File: src/rtl/mem_access_pkg.sv
// Shared types and helpers for the lane-select data RAM access controller.
package mem_access_pkg;

    typedef enum logic [1:0] {
        SZ_B   = 2'd0,
        SZ_H   = 2'd1,
        SZ_W   = 2'd2,
        SZ_RSV = 2'd3
    } size_e;

    typedef enum logic [2:0] {
        ST_IDLE,
        ST_WR,
        ST_RD0,
        ST_RD1,
        ST_RSP
    } state_e;

    localparam logic [3:0] SEL_ALL = 4'hF;

    function automatic logic [3:0] lane_sel(input logic [1:0] lane);
        return 4'b0001 << lane;
    endfunction

    // Number of bytes minus one moved by an access of the given size.
    function automatic logic [1:0] size_bytes_m1(input size_e sz);
        case (sz)
            SZ_H:    return 2'd1;
            SZ_W:    return 2'd3;
            default: return 2'd0;
        endcase
    endfunction

endpackage

File: src/rtl/mem_load_align.sv
// Purpose: extract and sign/zero-extend load data from a {w1,w0} word pair at a byte offset.
// Latency: combinational.
// Backpressure: none.
module mem_load_align
    import mem_access_pkg::*;
(
    input  logic [31:0] w1,
    input  logic [31:0] w0,
    input  logic [1:0]  offset,
    input  size_e       size,
    input  logic        is_unsigned,
    output logic [31:0] rdata
);

    logic [31:0] word;

    always_comb begin
        word  = 32'({w1, w0} >> {offset, 3'b000});
        rdata = 32'h0;
        case (size)
            SZ_B: rdata = is_unsigned ? {24'h0, word[7:0]}  : {{24{word[7]}}, word[7:0]};
            SZ_H: rdata = is_unsigned ? {16'h0, word[15:0]} : {{16{word[15]}}, word[15:0]};
            SZ_W: rdata = word;
            default: rdata = 32'h0;
        endcase
    end

endmodule

File: src/rtl/mem_lane_access_ctrl.sv
// Purpose: CPU-side byte/half/word access sequencer for a 4-lane byte-select RAM (MEM_MISALIGN_EN enables split accesses).
// Latency: store 2 (SH 3, misaligned SW 5), load 2+RD_LAT (split 3+2*RD_LAT), error 1.
// Backpressure: req_ready low from accept until the cycle after rsp_valid; one request in flight.
module mem_lane_access_ctrl
    import mem_access_pkg::*;
#(
    parameter int RAM_AW = 10,
    parameter int RD_LAT = 1
)(
    input  logic              CLK,
    input  logic              RST_N,
    input  logic              req_valid,
    output logic              req_ready,
    input  logic              req_we,
    input  logic [1:0]        req_size,
    input  logic              req_unsigned,
    input  logic [31:0]       req_addr,
    input  logic [31:0]       req_wdata,
    output logic              rsp_valid,
    output logic [31:0]       rsp_rdata,
    output logic              rsp_err,
    output logic [RAM_AW-1:0] ram_addr,
    output logic [31:0]       ram_din,
    output logic              ram_we,
    output logic [3:0]        ram_sel,
    input  logic [31:0]       ram_dout
);

    localparam logic [7:0]        RD_LAT_C = 8'(RD_LAT);
    localparam logic [RAM_AW-1:0] ADDR_ONE = {{(RAM_AW-1){1'b0}}, 1'b1};

    state_e            state;
    size_e             sz_q;
    logic [1:0]        off_q;
    logic              uns_q;
    logic              split_q;
    logic [1:0]        wr_lane;
    logic [1:0]        wr_left;
    logic [31:0]       wr_dat;
    logic [31:0]       w0_q;
    logic [7:0]        lat_cnt;

    size_e             req_sz;
    logic [1:0]        req_off;
    logic [RAM_AW-1:0] req_waddr;
    logic              misalign;
    logic              req_err;
    logic              req_split;
    logic              accept;
    logic              rd_done;
    logic [31:0]       al_w0;
    logic [31:0]       al_w1;
    logic [31:0]       al_data;
    logic              unused_addr;

    assign req_sz      = size_e'(req_size);
    assign req_off     = req_addr[1:0];
    assign req_waddr   = req_addr[RAM_AW+1:2];
    assign unused_addr = ^req_addr[31:RAM_AW+2];
    assign accept      = req_valid & req_ready;
    assign rd_done     = (lat_cnt == RD_LAT_C);

`ifdef MEM_MISALIGN_EN
    assign misalign = 1'b0;
`else
    assign misalign = ((req_sz == SZ_H) && req_addr[0]) ||
                      ((req_sz == SZ_W) && (req_off != 2'b00));
`endif

    assign req_err   = (req_sz == SZ_RSV) || misalign;
    assign req_split = ((req_sz == SZ_H) && (req_off == 2'd3)) ||
                       ((req_sz == SZ_W) && (req_off != 2'd0));

    // In RD1 the first word is held in w0_q and the RAM is returning the second.
    assign al_w0 = (state == ST_RD1) ? w0_q : ram_dout;
    assign al_w1 = (state == ST_RD1) ? ram_dout : 32'h0;

    mem_load_align u_align (
        .w1          (al_w1),
        .w0          (al_w0),
        .offset      (off_q),
        .size        (sz_q),
        .is_unsigned (uns_q),
        .rdata       (al_data)
    );

    always_ff @(posedge CLK or negedge RST_N) begin
        if (!RST_N) begin
            state     <= ST_IDLE;
            req_ready <= 1'b1;
            rsp_valid <= 1'b0;
            rsp_rdata <= 32'h0;
            rsp_err   <= 1'b0;
            ram_addr  <= '0;
            ram_din   <= 32'h0;
            ram_we    <= 1'b0;
            ram_sel   <= 4'h0;
            sz_q      <= SZ_B;
            off_q     <= 2'd0;
            uns_q     <= 1'b0;
            split_q   <= 1'b0;
            wr_lane   <= 2'd0;
            wr_left   <= 2'd0;
            wr_dat    <= 32'h0;
            w0_q      <= 32'h0;
            lat_cnt   <= 8'd0;
        end else begin
            case (state)
                ST_IDLE: begin
                    if (accept) begin
                        req_ready <= 1'b0;
                        sz_q      <= req_sz;
                        off_q     <= req_off;
                        uns_q     <= req_unsigned;
                        split_q   <= req_split;
                        if (req_err) begin
                            state     <= ST_RSP;
                            rsp_valid <= 1'b1;
                            rsp_err   <= 1'b1;
                            rsp_rdata <= 32'h0;
                        end else if (req_we) begin
                            state    <= ST_WR;
                            ram_we   <= 1'b1;
                            ram_addr <= req_waddr;
                            wr_dat   <= req_wdata;
                            wr_lane  <= req_off;
                            if ((req_sz == SZ_W) && (req_off == 2'd0)) begin
                                ram_sel <= SEL_ALL;
                                ram_din <= req_wdata;
                                wr_left <= 2'd0;
                            end else begin
                                ram_sel <= lane_sel(req_off);
                                ram_din <= {4{req_wdata[7:0]}};
                                wr_left <= size_bytes_m1(req_sz);
                            end
                        end else begin
                            state    <= ST_RD0;
                            ram_addr <= req_waddr;
                            ram_sel  <= SEL_ALL;
                            lat_cnt  <= 8'd0;
                        end
                    end
                end
                ST_WR: begin
                    if (wr_left == 2'd0) begin
                        state     <= ST_RSP;
                        ram_we    <= 1'b0;
                        ram_sel   <= 4'h0;
                        rsp_valid <= 1'b1;
                        rsp_err   <= 1'b0;
                        rsp_rdata <= 32'h0;
                    end else begin
                        // Next byte goes to the next lane; crossing lane 3 moves to the next word.
                        wr_lane <= wr_lane + 2'd1;
                        wr_left <= wr_left - 2'd1;
                        wr_dat  <= wr_dat >> 8;
                        ram_sel <= lane_sel(wr_lane + 2'd1);
                        ram_din <= {4{wr_dat[15:8]}};
                        if (wr_lane == 2'd3) begin
                            ram_addr <= ram_addr + ADDR_ONE;
                        end
                    end
                end
                ST_RD0, ST_RD1: begin
                    if (!rd_done) begin
                        lat_cnt <= lat_cnt + 8'd1;
                    end else if ((state == ST_RD0) && split_q) begin
                        state    <= ST_RD1;
                        w0_q     <= ram_dout;
                        ram_addr <= ram_addr + ADDR_ONE;
                        lat_cnt  <= 8'd0;
                    end else begin
                        state     <= ST_RSP;
                        ram_sel   <= 4'h0;
                        rsp_valid <= 1'b1;
                        rsp_err   <= 1'b0;
                        rsp_rdata <= al_data;
                    end
                end
                ST_RSP: begin
                    state     <= ST_IDLE;
                    rsp_valid <= 1'b0;
                    rsp_err   <= 1'b0;
                    req_ready <= 1'b1;
                end
                default: begin
                    state <= ST_IDLE;
                end
            endcase
        end
    end

endmodule

File: config.mk
export PLATFORM = sky130hd
export DESIGN_NAME = mem_lane_access_ctrl
export DESIGN_NICKNAME = d
export VERILOG_FILES = /design/src/rtl/mem_access_pkg.sv /design/src/rtl/mem_load_align.sv /design/src/rtl/mem_lane_access_ctrl.sv
export SDC_FILE = /design/constraint.sdc
export NUM_CORES = 1
export LEC_CHECK = 0
export CORE_MARGIN = 2
export CORE_UTILIZATION = 50
export DETAILED_ROUTE_END_ITERATION = 8
export PLACE_DENSITY = 0.78
export SETUP_SLACK_MARGIN = 0.05
export SLEW_MARGIN = 20
export SYNTH_ARGS = -nofsm -noshare
export SYNTH_HDL_FRONTEND = slang
export SYNTH_HIERARCHICAL = 1
export SYNTH_SLANG_ARGS = --single-unit
File: constraint.sdc
create_clock -name CLK -period 8.4 [get_ports CLK]
set_input_delay 1.26 -clock CLK [delete_from_list [all_inputs] [get_ports CLK]]
set_output_delay 1.26 -clock CLK [all_outputs]
set_load 0.01 [all_outputs]
==> reports/summary.txt, run 1 <==
FP Rows: 50
initial antenna violation count: 1
clk_skew: 0.00991 ns
count of final hold-check violations: 0
layout cells sized above 1: 17.4%
Register Area: 0.00398 mm2
Layout fillers: 1,517
vias in the first global route: 7,046
leakage: 4.86 nW
Worst Setup SP: req_addr[0]
fin. max-slew vios: 0
Critical-path top delay cell: and3_2
hold path cells: 2
Max Cap Viol: 0
DR DRC count: 0
yosys warns: 6
maximum VDD drop: 0.236 mV
port bufs: 164
PostCTS Resize Cnt: 0
CP delay by family, top: simple AND/OR/NAND/NOR gates
first-pass GRT wire length: 36,900 um
Worst Hold Class: reg -> reg
die area: 0.0199 mm2
outcome: completed
cts-stage hold buffer count: 0
Die Y: 141 um
Vias per Instance: 5.78
syn_nets: 1,043
Post-Syn Area per Cell: 10.1 um2
setup_tns: 0 ns
Critical path buffers and inverters: 1
crit-path max cell delay: 0.93 ns
synthesized area: 0.00941 mm2
clk slew on worst S/H paths: 0.06 ns
Tot GR Track Use: 23.1%
core area: 0.0186 mm2
Worst R2R Start: state[2]$_DFFE_PN0P_
total grt overflow: 0
critical path fanouts, max: 35
register-to-register setup slack: 5.23 ns
Initial DRC Count: 569
Arrival @ worst endpoint: 3.71 ns
Placement Cell Area: 0.0110 mm2
HPWL Detailed: 15,400 um
actual slew at the worst max-slew pin: 1.03 ns
Reg2Reg Capture Point: rsp_rdata[19]$_DFFE_PN0P_
fmax: 0.296 GHz
clock latency on the worst-skew pair: 0.42 ns
footprint of the multi-input gates: 0.00485 mm2
Initial Util: 50.7%
antenna viol nets, final: 0
Chip Width: 141 um
H-tree depth: 4
Root Buffer: clkbuf_16
Area Growth Syn to Fin: 23.7%
Crit. End Element: flop
Critical Path RT: 8.73 ns
unrepaired setup endpoints after global routing: no
WS Path Type: in -> reg
Critical Path End: rsp_rdata[8]$_DFFE_PN0P_
# nets final: 1,159
period utilisation layout: 40.2%
Slew headroom: 31.3%
Sink Count: 159
antenna fix cells: 0
vias: 7,480
first-pass detailed-route iteration total: 5
Finished Cell Area: 0.0116 mm2
fin crit period: 3.38 ns
routed length per instance: 17.6 um
largest net degree at the start of global routing: 90
TritonCTS Buffers: 17
IO Count: 185
startpoint types: input pin
critical-path cell list: clkdlybuf4s50_1 > a21oi_1 > o21ai_0 > and3_2 > mux2i_1
Syn Inst Count: 931
pwr dens: 359 mW/mm2
Final GP Congestion: 0.841
Longest Clk Path Bufs: 2
setup violators final: 0
post-CTS setup buffers: 0
FF-to-FF path depth: 9
WHS: 0.466 ns
Crit. path cell count: 5
TritonCTS clock tree: yes
drt total wl: 22,800 um
## power by group
| group | internal (mW) | switching [mW] | total [mW] |
|---|---|---|---|
| sequential | 1.09 | 0.262 | 1.35 |
| combinational | 0.974 | 1.01 | 1.98 |
| clock | 0.512 | 0.335 | 0.846 |
| total | 2.57 | 1.60 | 4.18 |
## how the worst min path moves through the flow
stage          slack, ns                    from                endpoint
3_5_place_dp        0.46  wr_dat[25]$_DFFE_PN0P_  wr_dat[25]$_DFFE_PN0P_
3_3_place_gp        0.45  wr_dat[29]$_DFFE_PN0P_  wr_dat[29]$_DFFE_PN0P_
2_1_floorplan       0.44  wr_dat[24]$_DFFE_PN0P_  wr_dat[24]$_DFFE_PN0P_
4_1_cts             0.47  wr_dat[25]$_DFFE_PN0P_  wr_dat[25]$_DFFE_PN0P_
5_1_grt             0.49  wr_dat[25]$_DFFE_PN0P_  wr_dat[25]$_DFFE_PN0P_
6_report            0.47  wr_dat[25]$_DFFE_PN0P_  wr_dat[25]$_DFFE_PN0P_
## layout make-up
type / count / area share (%)
multi-input cells: 654 / 41.7
flip-flops and latches: 159 / 34.2
repair buffers: 176 / 14.9
clock buffers: 18 / 3.77
well taps: 234 / 2.51
clock inverters: 14 / 1.73
inverters: 39 / 1.26
## metrics by stage
stage	utilization [%]	std cells	setup WS (ns)	power, mW
6_report	62.7	1294	5.02	4.18
3_5_place_dp	59.2	1262	4.55	3.33
4_1_cts	62.6	1294	4.92	4.19
5_1_grt	62.7	1294	4.86	4.45
2_1_floorplan	-	931	5.61	2.80
3_3_place_gp	59.2	1262	4.59	3.27
## worst min-delay path: stages (launching register included)
cell,delay [ns]
dfrtp_1,0.34
nand2_1,0.05
nand2_1,0.05
## placed cells by master (no fill, tap or decap), drive strengths merged, types with 4 or more instances in the layout
cell,count
ha,9
dfrtp,158
inv,44
nand3,16
bufinv,4
a211oi,27
or3,4
clkinv,4
buf,13
o21ai,24
mux4,32
mux2i,33
a31oi,50
and2,4
mux2,72
nor3,4
a21o,25
clkbuf,18
nor2b,14
a21oi,44
nand2,170
and3,31
clkdlybuf4s50,163
nor2,55
## registers in the layout, summed over array words and instances, names as in the netlist
register,cells
wr_left,2
uns_q,1
ram_sel,4
req_ready,1
off_q,2
state,3
split_q,1
wr_dat,24
rsp_err,1
lat_cnt,8
sz_q,2
ram_addr,10
rsp_rdata,32
rsp_valid,1
w0_q,32
wr_lane,2
ram_we,1
ram_din,32
## routing by layer
layer  up-vias  global-route usage (%)  part of all wire [%]
met3        36                    6.56                   7.5
met5         -                       0                     0
met2       245                    36.1                    47
li1       3537                       -                     -
met1      3662                    31.5                    44
met4         0                    7.05                   1.7
(Power assumes the default switching activity.)
==> run 2, diff against run 1 <==
--- a/config.mk
+++ b/config.mk
@@ -6,7 +6,7 @@
 export NUM_CORES = 1
 export LEC_CHECK = 0
 export CORE_MARGIN = 2
-export CORE_UTILIZATION = 50
+export CORE_UTILIZATION = 48
 export DETAILED_ROUTE_END_ITERATION = 8
 export PLACE_DENSITY = 0.78
 export SETUP_SLACK_MARGIN = 0.05
==> constraint.sdc (replaced) <==
create_clock -name CLK -period 2.8 [get_ports CLK]
set_input_delay 0.42 -clock CLK [delete_from_list [all_inputs] [get_ports CLK]]
set_output_delay 0.42 -clock CLK [all_outputs]
set_load 0.01 [all_outputs]
==> reports/summary.txt, run 2 (synthesis gave the netlist of run 1 again) <==
outcome: finished with violations
failing checks: hold timing
wl on met1: 10,200 um
Layout fillers: 1,593
Met3 Routed Length: 1600 um
actual slew at the worst max-slew pin: 0.969 ns
WHS: -0.0154 ns
Int Pwr: 7.61 mW
Initial Util: 48.7%
Final Core Density: 60.9%
Crit. End Element: flop
die area: 0.0207 mm2
Tot GR Track Use: 23.3%
Longest Clk Path Bufs: 2
fmax: 0.388 GHz
Clk network pwr share: 18.5%
first-pass detailed-route iteration total: 5
Reg2Reg Capture Point: rsp_rdata[19]$_DFFE_PN0P_
Sw Ratio: 39.2%
antenna viol nets, final: 0
unrepaired setup endpoints after global routing: no
setup_tns: 0 ns
fin. max-slew vios: 0
startpoint types: flop
post-CTS setup buffers: 0
vias: 7,556
clk_skew: 0.0147 ns
FP Rows: 51
Chip Width: 144 um
total grt overflow: 0
met2 wire length: 11,400 um
clock latency on the worst-skew pair: 0.43 ns
port bufs: 164
Layout Cells excl Fill: 1,338
pwr dens: 1060 mW/mm2
FF-to-FF path depth: 9
Worst R2R Start: state[0]$_DFFE_PN0P_
Sink Count: 159
Register Area: 0.00398 mm2
fin crit period: 2.58 ns
footprint of the multi-input gates: 0.00484 mm2
routed length per instance: 17.7 um
Max Cap Viol: 0
setup violators final: 0
Final GP Congestion: 0.816
commonest non-fill, non-tap cells in the layout: nand2_1 (170), clkdlybuf4s50_1 (163), dfrtp_1 (157)
first-pass GRT wire length: 37,900 um
Initial DRC Count: 573
count of final hold-check violations: 14
WS Path Type: reg -> reg
Slew headroom: 35.4%
largest net degree at the start of global routing: 66
leakage: 4.91 nW
antenna fix cells: 0
Area Growth Syn to Fin: 25.2%
Vias per Instance: 5.65
critical path fanouts, max: 32
Root Buffer: clkbuf_16
commonest non-fill, non-tap cell in the layout: nand2_1
IO Count: 185
TritonCTS Buffers: 17
HPWL Detailed: 16,300 um
Inst Count DP: 1,306
Arrival @ worst endpoint: 2.88 ns
initial antenna violation count: 0
H-tree depth: 4
register-to-register setup slack: 0.22 ns
sequential power share: 32.6%
Critical Path RT: 3.10 ns
Die Y: 144 um
TritonCTS clock tree: yes
period utilisation layout: 92.1%
Regs by FF count: ram_din x32, rsp_rdata x32, w0_q x32
layout cells sized above 1: 18.4%
drt total wl: 23,700 um
maximum VDD drop: 0.561 mV
clk slew on worst S/H paths: 0.06 ns
vias in the first global route: 7,311
core area: 0.0193 mm2
Combinational Power Share: 48.9%
# nets final: 1,172
Psw: 4.91 mW
PostCTS Resize Cnt: 0
Worst Hold Class: in -> async
cts-stage hold buffer count: 0
top layer in use: met4
DR DRC count: 0
-- run 2: cell count changes in the layout (fill, tap and decap cells not counted) --
| cell | previous run | this run |
|---|---|---|
| buf_4 | 12 | 20 |
| buf_12 | 0 | 5 |
| bufinv_16 | 4 | 1 |
| a31o_2 | 1 | 2 |
| a31o_4 | 1 | 0 |
| clkinv_8 | 0 | 1 |
| inv_6 | 4 | 5 |
| inv_8 | 1 | 2 |
-- run 2: layer usage --
metal,vias up,GRT usage [%]
met1,3719,31.3
met3,32,6.03
li1,3560,-
met4,0,7.12
met2,245,37.5
met5,-,0
-- run 2: worst max-delay path by stage --
stage	from	cells past startpoint	end	slack, ns
2_1_floorplan	state[1]$_DFFE_PN0P_	11	rsp_rdata[29]$_DFFE_PN0P_	0.17
3_3_place_gp	req_addr[0]	7	ram_din[25]$_DFFE_PN0P_	0.27
3_5_place_dp	req_addr[0]	7	ram_din[14]$_DFFE_PN0P_	0.21
4_1_cts	state[0]$_DFFE_PN0P_	9	rsp_rdata[19]$_DFFE_PN0P_	0.22
5_1_grt	state[0]$_DFFE_PN0P_	9	rsp_rdata[19]$_DFFE_PN0P_	0.06
6_report	state[0]$_DFFE_PN0P_	9	rsp_rdata[19]$_DFFE_PN0P_	0.22
-- run 2: final cells by class --
cell class                 instances  share of cell area, %
timing repair buffer             189                   16.1
clock buffer                      18                   3.73
inverter                          39                   1.24
multi-input combinational        654                   41.1
clock inverter                    14                   1.25
tap                              265                   2.81
sequential                       159                   33.8
-- run 2: critical path: stages (launching register included) --
cell     delay [ns]
dfrtp_1        0.51
and2_1         0.23
buf_12         0.22
mux2_2         0.41
mux2_4         0.30
a32oi_4        0.22
buf_4          0.26
a31oi_1        0.11
nand2_1        0.10
mux2i_1        0.08
-- run 2: metrics by stage --
step | hold slack [ns] | setup slack (ns) | cell area, um2 | power [mW]
3_3_place_gp | 0.449 | 0.273 | 11200 | 10.0
5_1_grt | 0.0254 | 0.0640 | 11800 | 13.3
3_5_place_dp | 0.455 | 0.207 | 11200 | 10.2
4_1_cts | 0.00211 | 0.215 | 11800 | 12.6
6_report | -0.0154 | 0.221 | 11800 | 12.5
2_1_floorplan | 0.124 | 0.170 | 9420 | 8.40
-- run 2: power groups by stage --
stage / clock, mW / combinational, mW / sequential, mW
after floorplan: 0 / 4.46 / 3.94
after global placement: 0 / 5.96 / 4.06
after detailed placement: 0 / 6.10 / 4.11
after CTS: 2.35 / 6.14 / 4.09
after global routing: 2.45 / 6.67 / 4.23
final: 2.31 / 6.13 / 4.09
==> run 3, diff against run 2 <==
--- a/config.mk
+++ b/config.mk
@@ -15,3 +15,4 @@
 export SYNTH_HDL_FRONTEND = slang
 export SYNTH_HIERARCHICAL = 1
 export SYNTH_SLANG_ARGS = --single-unit
+export TNS_END_PERCENT = 1
==> results of run 3 <==
No change in the layout: final DEF, timing and power equal those of run 2.
